**src/rtl/regfile_dualwrite_if.sv**
```systemverilog
// ---------------------------------------------------------------------------
// regfile_dualwrite_if
// Bundle of the core-side signals of the dual-write register file.
//   Write port 0 (ALU writeback)  : WriteEn0, WriteDir0, WriteData0
//   Write port 1 (load writeback) : WriteEn1, WriteDir1, WriteData1
//   Read ports (decode)           : ReadDir0/ReadData0, ReadDir1/ReadData1
//   Control/status                : ClearReq (one-cycle re-zero request),
//                                   Ready (bank valid, writes accepted)
// master = the core side driving addresses/data, slave = the register file.
// ---------------------------------------------------------------------------
interface regfile_dualwrite_if #(
   parameter int XLEN = 32,
   parameter int AW   = 5
);

   logic            WriteEn0;
   logic [AW-1:0]   WriteDir0;
   logic [XLEN-1:0] WriteData0;
   logic            WriteEn1;
   logic [AW-1:0]   WriteDir1;
   logic [XLEN-1:0] WriteData1;
   logic [AW-1:0]   ReadDir0;
   logic [XLEN-1:0] ReadData0;
   logic [AW-1:0]   ReadDir1;
   logic [XLEN-1:0] ReadData1;
   logic            ClearReq;
   logic            Ready;

   // The core drives writes, read addresses and clear requests.
   modport master (
      output WriteEn0, WriteDir0, WriteData0,
      output WriteEn1, WriteDir1, WriteData1,
      output ReadDir0, ReadDir1, ClearReq,
      input  ReadData0, ReadData1, Ready
   );

   // The register file consumes them and returns read data and readiness.
   modport slave (
      input  WriteEn0, WriteDir0, WriteData0,
      input  WriteEn1, WriteDir1, WriteData1,
      input  ReadDir0, ReadDir1, ClearReq,
      output ReadData0, ReadData1, Ready
   );

endinterface

```
**src/rtl/regfile_dualwrite.sv**
```systemverilog
// ---------------------------------------------------------------------------
// regfile_dualwrite
// XLEN-wide, NREGS-deep register file with two synchronous write ports and
// two asynchronous read ports, optional write-to-read bypass and optional
// hardwired-zero register 0. A sequential clear engine zeroes one register
// per cycle after reset or on ClearReq; Ready is high only once the whole
// bank has been cleared.
// Ports:
//   clk  - clock, all state changes on the rising edge
//   rst  - synchronous active-high reset (restarts the clear, bank untouched)
//   bus  - regfile_dualwrite_if slave modport (write ports, read ports,
//          ClearReq, Ready)
// ---------------------------------------------------------------------------
module regfile_dualwrite #(
   parameter int  XLEN     = 32,
   parameter int  NREGS    = 32,
   parameter int  BYPASS   = 1,
   parameter int  ZERO_REG = 1,
   localparam int AW       = $clog2(NREGS)
) (
   input logic                  clk,
   input logic                  rst,
   regfile_dualwrite_if.slave   bus
);

   typedef enum logic {
      CLEAR = 1'b0,
      RUN   = 1'b1
   } state_e;

   state_e          state_q;
   logic [AW-1:0]   clrCnt_q;
   logic [XLEN-1:0] bank_q [NREGS];

   logic            wrOk0;
   logic            wrOk1;
   logic [AW-1:0]   rdDir  [2];
   logic [XLEN-1:0] rdData [2];

   // Register 0 is only read-only when the hardwired-zero option is on.
   function automatic logic isWritable(input logic [AW-1:0] dir);
      return !((ZERO_REG != 0) && (dir == '0));
   endfunction

   // A write port is live only in RUN, outside reset, and to a writable
   // register; the same qualification gates the bypass path so a dropped
   // write can never be forwarded to a reader.
   always_comb begin
      wrOk0 = (state_q == RUN) && !rst && bus.WriteEn0 && isWritable(bus.WriteDir0);
      wrOk1 = (state_q == RUN) && !rst && bus.WriteEn1 && isWritable(bus.WriteDir1);
   end

   // Clear FSM. Reset parks us in CLEAR at register 0; CLEAR walks the
   // counter across the whole bank and hands over to RUN after the last
   // register. A ClearReq in RUN restarts the walk, while one arriving in
   // CLEAR is ignored so it cannot stretch an ongoing clear.
   always_ff @(posedge clk) begin
      if (rst) begin
         state_q  <= CLEAR;
         clrCnt_q <= '0;
      end else begin
         case (state_q)
            CLEAR: begin
               clrCnt_q <= clrCnt_q + AW'(1);
               if (clrCnt_q == AW'(NREGS - 1)) begin
                  state_q <= RUN;
               end
            end
            RUN: begin
               if (bus.ClearReq) begin
                  state_q  <= CLEAR;
                  clrCnt_q <= '0;
               end
            end
            default: begin
               state_q  <= CLEAR;
               clrCnt_q <= '0;
            end
         endcase
      end
   end

   // Storage. Reset itself never touches the bank; the clear engine zeroes
   // it one register per cycle afterwards. In RUN the port-1 write is issued
   // after port 0, so when both target one register the load data wins.
   // Writes accompanying a ClearReq still land and are wiped by the clear.
   always_ff @(posedge clk) begin
      if (!rst) begin
         if (state_q == CLEAR) begin
            bank_q[clrCnt_q] <= '0;
         end else begin
            if (wrOk0) begin
               bank_q[bus.WriteDir0] <= bus.WriteData0;
            end
            if (wrOk1) begin
               bank_q[bus.WriteDir1] <= bus.WriteData1;
            end
         end
      end
   end

   assign rdDir[0] = bus.ReadDir0;
   assign rdDir[1] = bus.ReadDir1;

   // Asynchronous read ports. Priority from lowest to highest: stored value,
   // bypass from port 0, bypass from port 1, hardwired zero, and finally
   // forcing zero while the bank is being cleared.
   always_comb begin
      for (int k = 0; k < 2; k++) begin
         rdData[k] = bank_q[rdDir[k]];
         if (BYPASS != 0) begin
            if (wrOk0 && (rdDir[k] == bus.WriteDir0)) begin
               rdData[k] = bus.WriteData0;
            end
            if (wrOk1 && (rdDir[k] == bus.WriteDir1)) begin
               rdData[k] = bus.WriteData1;
            end
         end
         if ((ZERO_REG != 0) && (rdDir[k] == '0)) begin
            rdData[k] = '0;
         end
         if (state_q != RUN) begin
            rdData[k] = '0;
         end
      end
   end

   assign bus.ReadData0 = rdData[0];
   assign bus.ReadData1 = rdData[1];

   // Ready is taken straight from the state register, so it is glitch-free.
   assign bus.Ready = (state_q == RUN);

endmodule

```
**src/flat_wrapper.sv**
```systemverilog
// flat-port wrapper written by rule: the top's interface ports become plain ports
module regfile_dualwrite_flat 
#(
   parameter int  XLEN     = 32,
   parameter int  NREGS    = 32,
   parameter int  BYPASS   = 1,
   parameter int  ZERO_REG = 1,
   localparam int AW       = $clog2(NREGS)
)
  (clk, rst, bus_WriteEn0, bus_WriteDir0, bus_WriteData0, bus_WriteEn1, bus_WriteDir1, bus_WriteData1, bus_ReadDir0, bus_ReadDir1, bus_ClearReq, bus_ReadData0, bus_ReadData1, bus_Ready);
  regfile_dualwrite_if #(.XLEN(XLEN), .AW((5))) bus_i ();
  input logic clk;
  input logic rst;
  input wire logic [$bits(bus_i.WriteEn0)-1:0] bus_WriteEn0;
  input wire logic [$bits(bus_i.WriteDir0)-1:0] bus_WriteDir0;
  input wire logic [$bits(bus_i.WriteData0)-1:0] bus_WriteData0;
  input wire logic [$bits(bus_i.WriteEn1)-1:0] bus_WriteEn1;
  input wire logic [$bits(bus_i.WriteDir1)-1:0] bus_WriteDir1;
  input wire logic [$bits(bus_i.WriteData1)-1:0] bus_WriteData1;
  input wire logic [$bits(bus_i.ReadDir0)-1:0] bus_ReadDir0;
  input wire logic [$bits(bus_i.ReadDir1)-1:0] bus_ReadDir1;
  input wire logic [$bits(bus_i.ClearReq)-1:0] bus_ClearReq;
  output wire logic [$bits(bus_i.ReadData0)-1:0] bus_ReadData0;
  output wire logic [$bits(bus_i.ReadData1)-1:0] bus_ReadData1;
  output wire logic [$bits(bus_i.Ready)-1:0] bus_Ready;
  assign bus_i.WriteEn0 = bus_WriteEn0;
  assign bus_i.WriteDir0 = bus_WriteDir0;
  assign bus_i.WriteData0 = bus_WriteData0;
  assign bus_i.WriteEn1 = bus_WriteEn1;
  assign bus_i.WriteDir1 = bus_WriteDir1;
  assign bus_i.WriteData1 = bus_WriteData1;
  assign bus_i.ReadDir0 = bus_ReadDir0;
  assign bus_i.ReadDir1 = bus_ReadDir1;
  assign bus_i.ClearReq = bus_ClearReq;
  assign bus_ReadData0 = bus_i.ReadData0;
  assign bus_ReadData1 = bus_i.ReadData1;
  assign bus_Ready = bus_i.Ready;
  regfile_dualwrite #(.XLEN(XLEN), .NREGS(NREGS), .BYPASS(BYPASS), .ZERO_REG(ZERO_REG)) u_core (.clk(clk), .rst(rst), .bus(bus_i));
endmodule
```
**config.mk**
```make
export PLATFORM = sky130hd
export DESIGN_NAME = regfile_dualwrite_flat
export DESIGN_NICKNAME = d
export VERILOG_FILES = /design/src/rtl/regfile_dualwrite_if.sv /design/src/rtl/regfile_dualwrite.sv /design/src/flat_wrapper.sv
export SDC_FILE = /design/constraint.sdc
export NUM_CORES = 2
export LEC_CHECK = 0
export ABC_AREA = 0
export CORE_MARGIN = 3
export CORE_UTILIZATION = 40
export CTS_CLUSTER_DIAMETER = 100
export CTS_CLUSTER_SIZE = 14
export DETAILED_ROUTE_END_ITERATION = 16
export PLACE_DENSITY = 0.6
export REMOVE_ABC_BUFFERS = 1
export SYNTH_ARGS = -nofsm -noshare
export SYNTH_HDL_FRONTEND = slang
export SYNTH_SLANG_ARGS = --single-unit
export TNS_END_PERCENT = 30
```
**constraint.sdc**
```tcl
create_clock -name clk -period 4.2 [get_ports clk]
set_input_delay 0.84 -clock clk [delete_from_list [all_inputs] [get_ports clk]]
set_output_delay 0.84 -clock clk [all_outputs]
set_load 0.01 [all_outputs]
```
; Yosys cells after proc, flatten, opt, wreduce, memory -nomap -nowiden
; Memories as Yosys holds them, arrays and structs flattened.
; Index checks and enable logic that the tools add are counted.
[op_classes]
add_sub_neg = 1
eq_ne = 6
mux = 27
bitwise = 1
reduce_logical = 17
[ops]
columns = cell, count
row1 = two-way mux 32 bit, 9
row2 = OR reduction 32 bit, 1
row3 = equality test 5 bit, 4
row4 = zero test 5 bit, 4
row5 = two-way mux 1 bit, 14
row6 = two-way mux 5 bit, 2
row7 = case mux 5 bit (2 select lines), 1
row8 = logical AND 1 bit, 9
row9 = adder 5 x 1 -> 5 bit (second input constant), 1
row10 = equality test 5 bit (second input constant), 1
row11 = zero test 1 bit, 3
row12 = != test 2 bit (second input constant), 1
row13 = case mux 1 bit (2 select lines), 1
row14 = inverter 1 bit, 1
[totals]
reg_bits = 6
ramBits = 1024
inputBits = 89
output_inout_bits = 65
word_cells = 55
n_memories = 1
[memory_table]
columns = memory, words, word_bits, read_ports, rd_ports_with_merged_regs, write_ports, line_no
row1 = u_core.bank_q, 32, 32, 2, 0, 2, regfile_dualwrite.sv:33  ; logic [XLEN-1:0] bank_q [NREGS];

; Depth between registers and ports, before layout
[logic_depth]
word_depth = 10
depth_mapped = 10
ltp_nobuf = 5

; Least setup slack after synthesis
; OpenSTA, ideal clock, no wires.
[synth_timing]
path_kind = in2reg
from = input port bus_WriteDir0[2]
to = memory u_core.bank_q[4][0], enable pin
setup_ps = 428
t_arrival_ps = 3939
required_time_ps = 3772
slack_ps = -167
cell_stages = 8
cell_sequence = clkbuf_1 or4_4 o21a_1 clkbuf_1 buf_2 o21ai_0 nand2_1 o21bai_1
[synth_lines]
columns = element, line_no
row1 = "start, declared", flat_wrapper.sv:15  ; input wire logic [$bits(bus_i.WriteDir0)-1:0] bus_WriteDir0;
row2 = "end, declared", regfile_dualwrite.sv:33

; Worst setup path in the final report
[layout_timing]
from = input port bus_WriteDir0[3]
to = output port bus_ReadData1[21]
[layout_via]
elab_chain_len = 8
[layout_rtl]
columns = element, line_no
row1 = zero test 5 bit, regfile_dualwrite.sv:42  ; return !((ZERO_REG != 0) && (dir == '0));
row2 = zero test 1 bit, regfile_dualwrite.sv:42
row3 = logical AND 1 bit, regfile_dualwrite.sv:49  ; wrOk0 = (state_q == RUN) && !rst && bus.WriteEn0 && isWritable(bus.WriteDir0);
row4 = logical AND 1 bit *, regfile_dualwrite.sv:112  ; if (wrOk0 && (rdDir[k] == bus.WriteDir0)) begin
row5 = two-way mux 32 bit *, regfile_dualwrite.sv:112
row6 = two-way mux 32 bit *, regfile_dualwrite.sv:115  ; if (wrOk1 && (rdDir[k] == bus.WriteDir1)) begin
row7 = two-way mux 32 bit *, regfile_dualwrite.sv:119  ; if ((ZERO_REG != 0) && (rdDir[k] == '0)) begin
row8 = two-way mux 32 bit *, regfile_dualwrite.sv:122  ; if (state_q != RUN) begin
row9 = "end, declared", flat_wrapper.sv:24  ; output wire logic [$bits(bus_i.ReadData1)-1:0] bus_ReadData1;
; Mark *: on every way between the ends. The rest lies on a longest branch, timed or not.

==> run metrics <==
hold buffer count at cts=0; commonest non-fill, non-tap cells in the layout=nand2_1 (1042), edfxtp_1 (1024), o21ai_0 (1001); Main synth FF type=edfxtp_1; R2R Path End=u_core.bank_q[29][16]; post-synthesis sequential area ratio=about half; Final nets=5357; Worst Reg-to-Reg Cells=8; final worst-path setup slack=-255 ps; Critical Path Start Type=primary input; Die H=394 um; CP endpoint kind=primary output; initial antenna violation count=6; Hold Crit Class=reg2reg; Cell Pwr Density=297 nW/um^2; global route overflow=0; Die W=394 um; r2r setup slk=1080 ps; Critical Path RT=~3400 ps; final setup vio count=10; commonest non-fill, non-tap cell in the layout=nand2_1; Peak Freq=0.224 GHz; LEAKAGE=0.0218 uW; Worst R2R Start=u_core.bus.Ready; core area=149000 um^2; Slew @ Worst Pin=996 ps; Yosys reg bits=approximately 1.0k; area of the multi-input gates=27700 um^2; buffers added on ports=153; TritonCTS clock tree=yes; Worst path slowest cell=or4_4; HP Start=u_core.clrCnt_q[4]; number of global-route vias before repair=46.3k; Initial Util=between 40 and 50%; Mapped Area=60300 um^2; antenna viol nets, final=0; Hold Crit Depth=2; drc violations=0; first-pass GRT wire length=343000 um; Worst Setup SP=bus_WriteDir0[3]; Clock Pin Slew Worst Setup and Hold Paths=70 ps; Post-synth EDFFs=1024; die area=155000 um^2; synth unique cells=53; outcome=complete, but fails checks; Cells after Synth=5193; ANT cells=0; Global Route Usage Sum=30.8%; violated checks=setup timing; CTS H-Tree Depth=3; VDD IR max=0.280 mV; Syn. warnings=0; via count=47.7k; DP Wirelength=approximately 150000 um; worst hold-check slack=535 ps; RSZ-0062 raised after global routing=yes; Max Cap Viol=0; ys async rst share=0%; Longest Clk Path Bufs=3; IO Count=154; Slew HR=33.6%; Setup Skew=~19 ps; data arrival time of the worst path=3610 ps; fin crit share=106%; Final Hold Viols=0; Clk Latency, worst-skew pair=700 ps; CP max stage delay=560 ps; fin. max-slew vios=0; TritonCTS Buffers=84; fill count=12.9k; GP Congestion=0.978; pre-CTS setup slack=-1040 ps; post-synth top area share=51.0%; routed length per instance=roughly 34 um; share of cells above drive strength 1=around a quarter; DRT Pass-1 Iters=6; Num Clock Sinks=1030; Critical Path Most Common Cell=clkdlybuf4s50_1; crit path time final=around 4500 ps; Iteration-0 DRC Markers=6833; Setup Crit Path Kind=in2out; Root Buffer=clkbuf_16; largest net degree at the start of global routing=65; CP max FO=14; Register Area=30900 um^2; row count=141; Area contributors post-synth=edfxtp_1 (51%), mux4_2 (16%), o21ai_0 (8.3%); Via density=6.55; crit-path cells=clkdlybuf4s50_1, or4_4, o21ai_4, nor4_4, buf_12, buf_8, a2111oi_2, a221o_1, clkdlybuf4s50_1; synthesized area per cell=approximately 12 um^2; worst hold endpoint=u_core.clrCnt_q[4]; cell taking the most area after synthesis=edfxtp_1; Layout area overhead=17.7%; Routed Wire Length=roughly 250000 um
[per-stage QoR]
stage	setup TNS, ps	utilization [%]	instances	cell area (um^2)	power, uW
after floorplan	-2337900	-	4503	57300	12200
after global placement	-24480	45.6	7175	67900	13700
after global routing	-1600	47.7	7282	71000	21600
after detailed placement	-25120	45.6	7176	67900	13700
after CTS	-5560	47.4	7281	70600	21100
final	-1180	47.7	7282	71000	21100
[metal layers]
| layer | GRT usage (%) | part of all wire, % |
|---|---|---|
| met5 | 0 | 0.028 |
| met4 | 18.1 | 6.9 |
| met3 | 6.82 | 11 |
| met2 | 48.9 | 46 |
| met1 | 38.9 | 36 |
[area by class of cell]
class	count	share of cell area [%]
clock buffers	93	3.10
clock inverters	7	0.104
inverters	36	0.192
multi-input cells	3437	39.0
flip-flops and latches	1030	43.5
well taps	2002	3.53
repair buffers	677	10.5
[critical path, delay by kind of cell]
| family | cells | cell delay, ps |
|---|---|---|
| and+or+nand+nor | 2 | 650 |
| AOI/OAI and AO/OA | 3 | 800 |
| buffers and inverters | 4 | 1300 |
[kinds of logic after synthesis]
family          Yosys count  share of synthesized area, %
fa+ha+maj                 2                        0.0415
compound gates         1447                          14.0
xor+xnor                 21                         0.305
flops                  1030                          51.2
buf+inv                 726                          5.14
mux                     709                          20.8
simple gates           1258                          8.45
[cells in the mapped netlist (all sizes together) (3+ instances only)]
cell,instances
o22ai,139
inv,34
clkbuf,494
and2,4
nor2b,64
xnor2,16
nor4,14
nand2b,16
edfxtp,1024
and3b,3
o21ai,1002
nand2,1044
a221o,64
o221ai,72
a2111oi,60
o21bai,24
dfxtp,6
nor2,75
a311oi,4
buf,196
mux2i,272
nor3,15
nand3b,5
a22oi,3
a31oi,60
or2,3
nand3,11
mux4,436
xor2,5
a21boi,4
a21oi,4
[flip-flops by register name (all words and copies together) (netlist names)]
| register | count |
|---|---|
| u_core.bank_q | 1024 |
| u_core.bus.Ready | 1 |
| u_core.clrCnt_q | 5 |
[repair_timing]
action,in CTS,in global routing
pin swaps,6,7
endpoints found under the setup margin,64,45
buffers inserted,4,0
gates resized for setup,265,81
cloned,1,1
[worst max path at each step]
| stage | end | slack (ps) | cells after the start |
|---|---|---|---|
| 4_1_cts | bus_ReadData1[18] | -290 | 9 |
| 5_1_grt | bus_ReadData1[21] | -300 | 9 |
| 2_1_floorplan | u_core.bank_q[4][0] | -2500 | 3 |
| 6_report | bus_ReadData1[21] | -260 | 9 |
| 3_3_place_gp | bus_ReadData1[5] | -1230 | 9 |
| 3_5_place_dp | bus_ReadData1[13] | -1040 | 9 |
[where the power goes]
group,switching [uW],internal [uW],leakage (uW)
Combinational,1380,957,0.0126
Sequential,31.4,11200,0.00813
Clock,3840,3700,0.00111
Total,5260,15900,0.0218
Note: power is estimated with default switching activity, not from simulation.
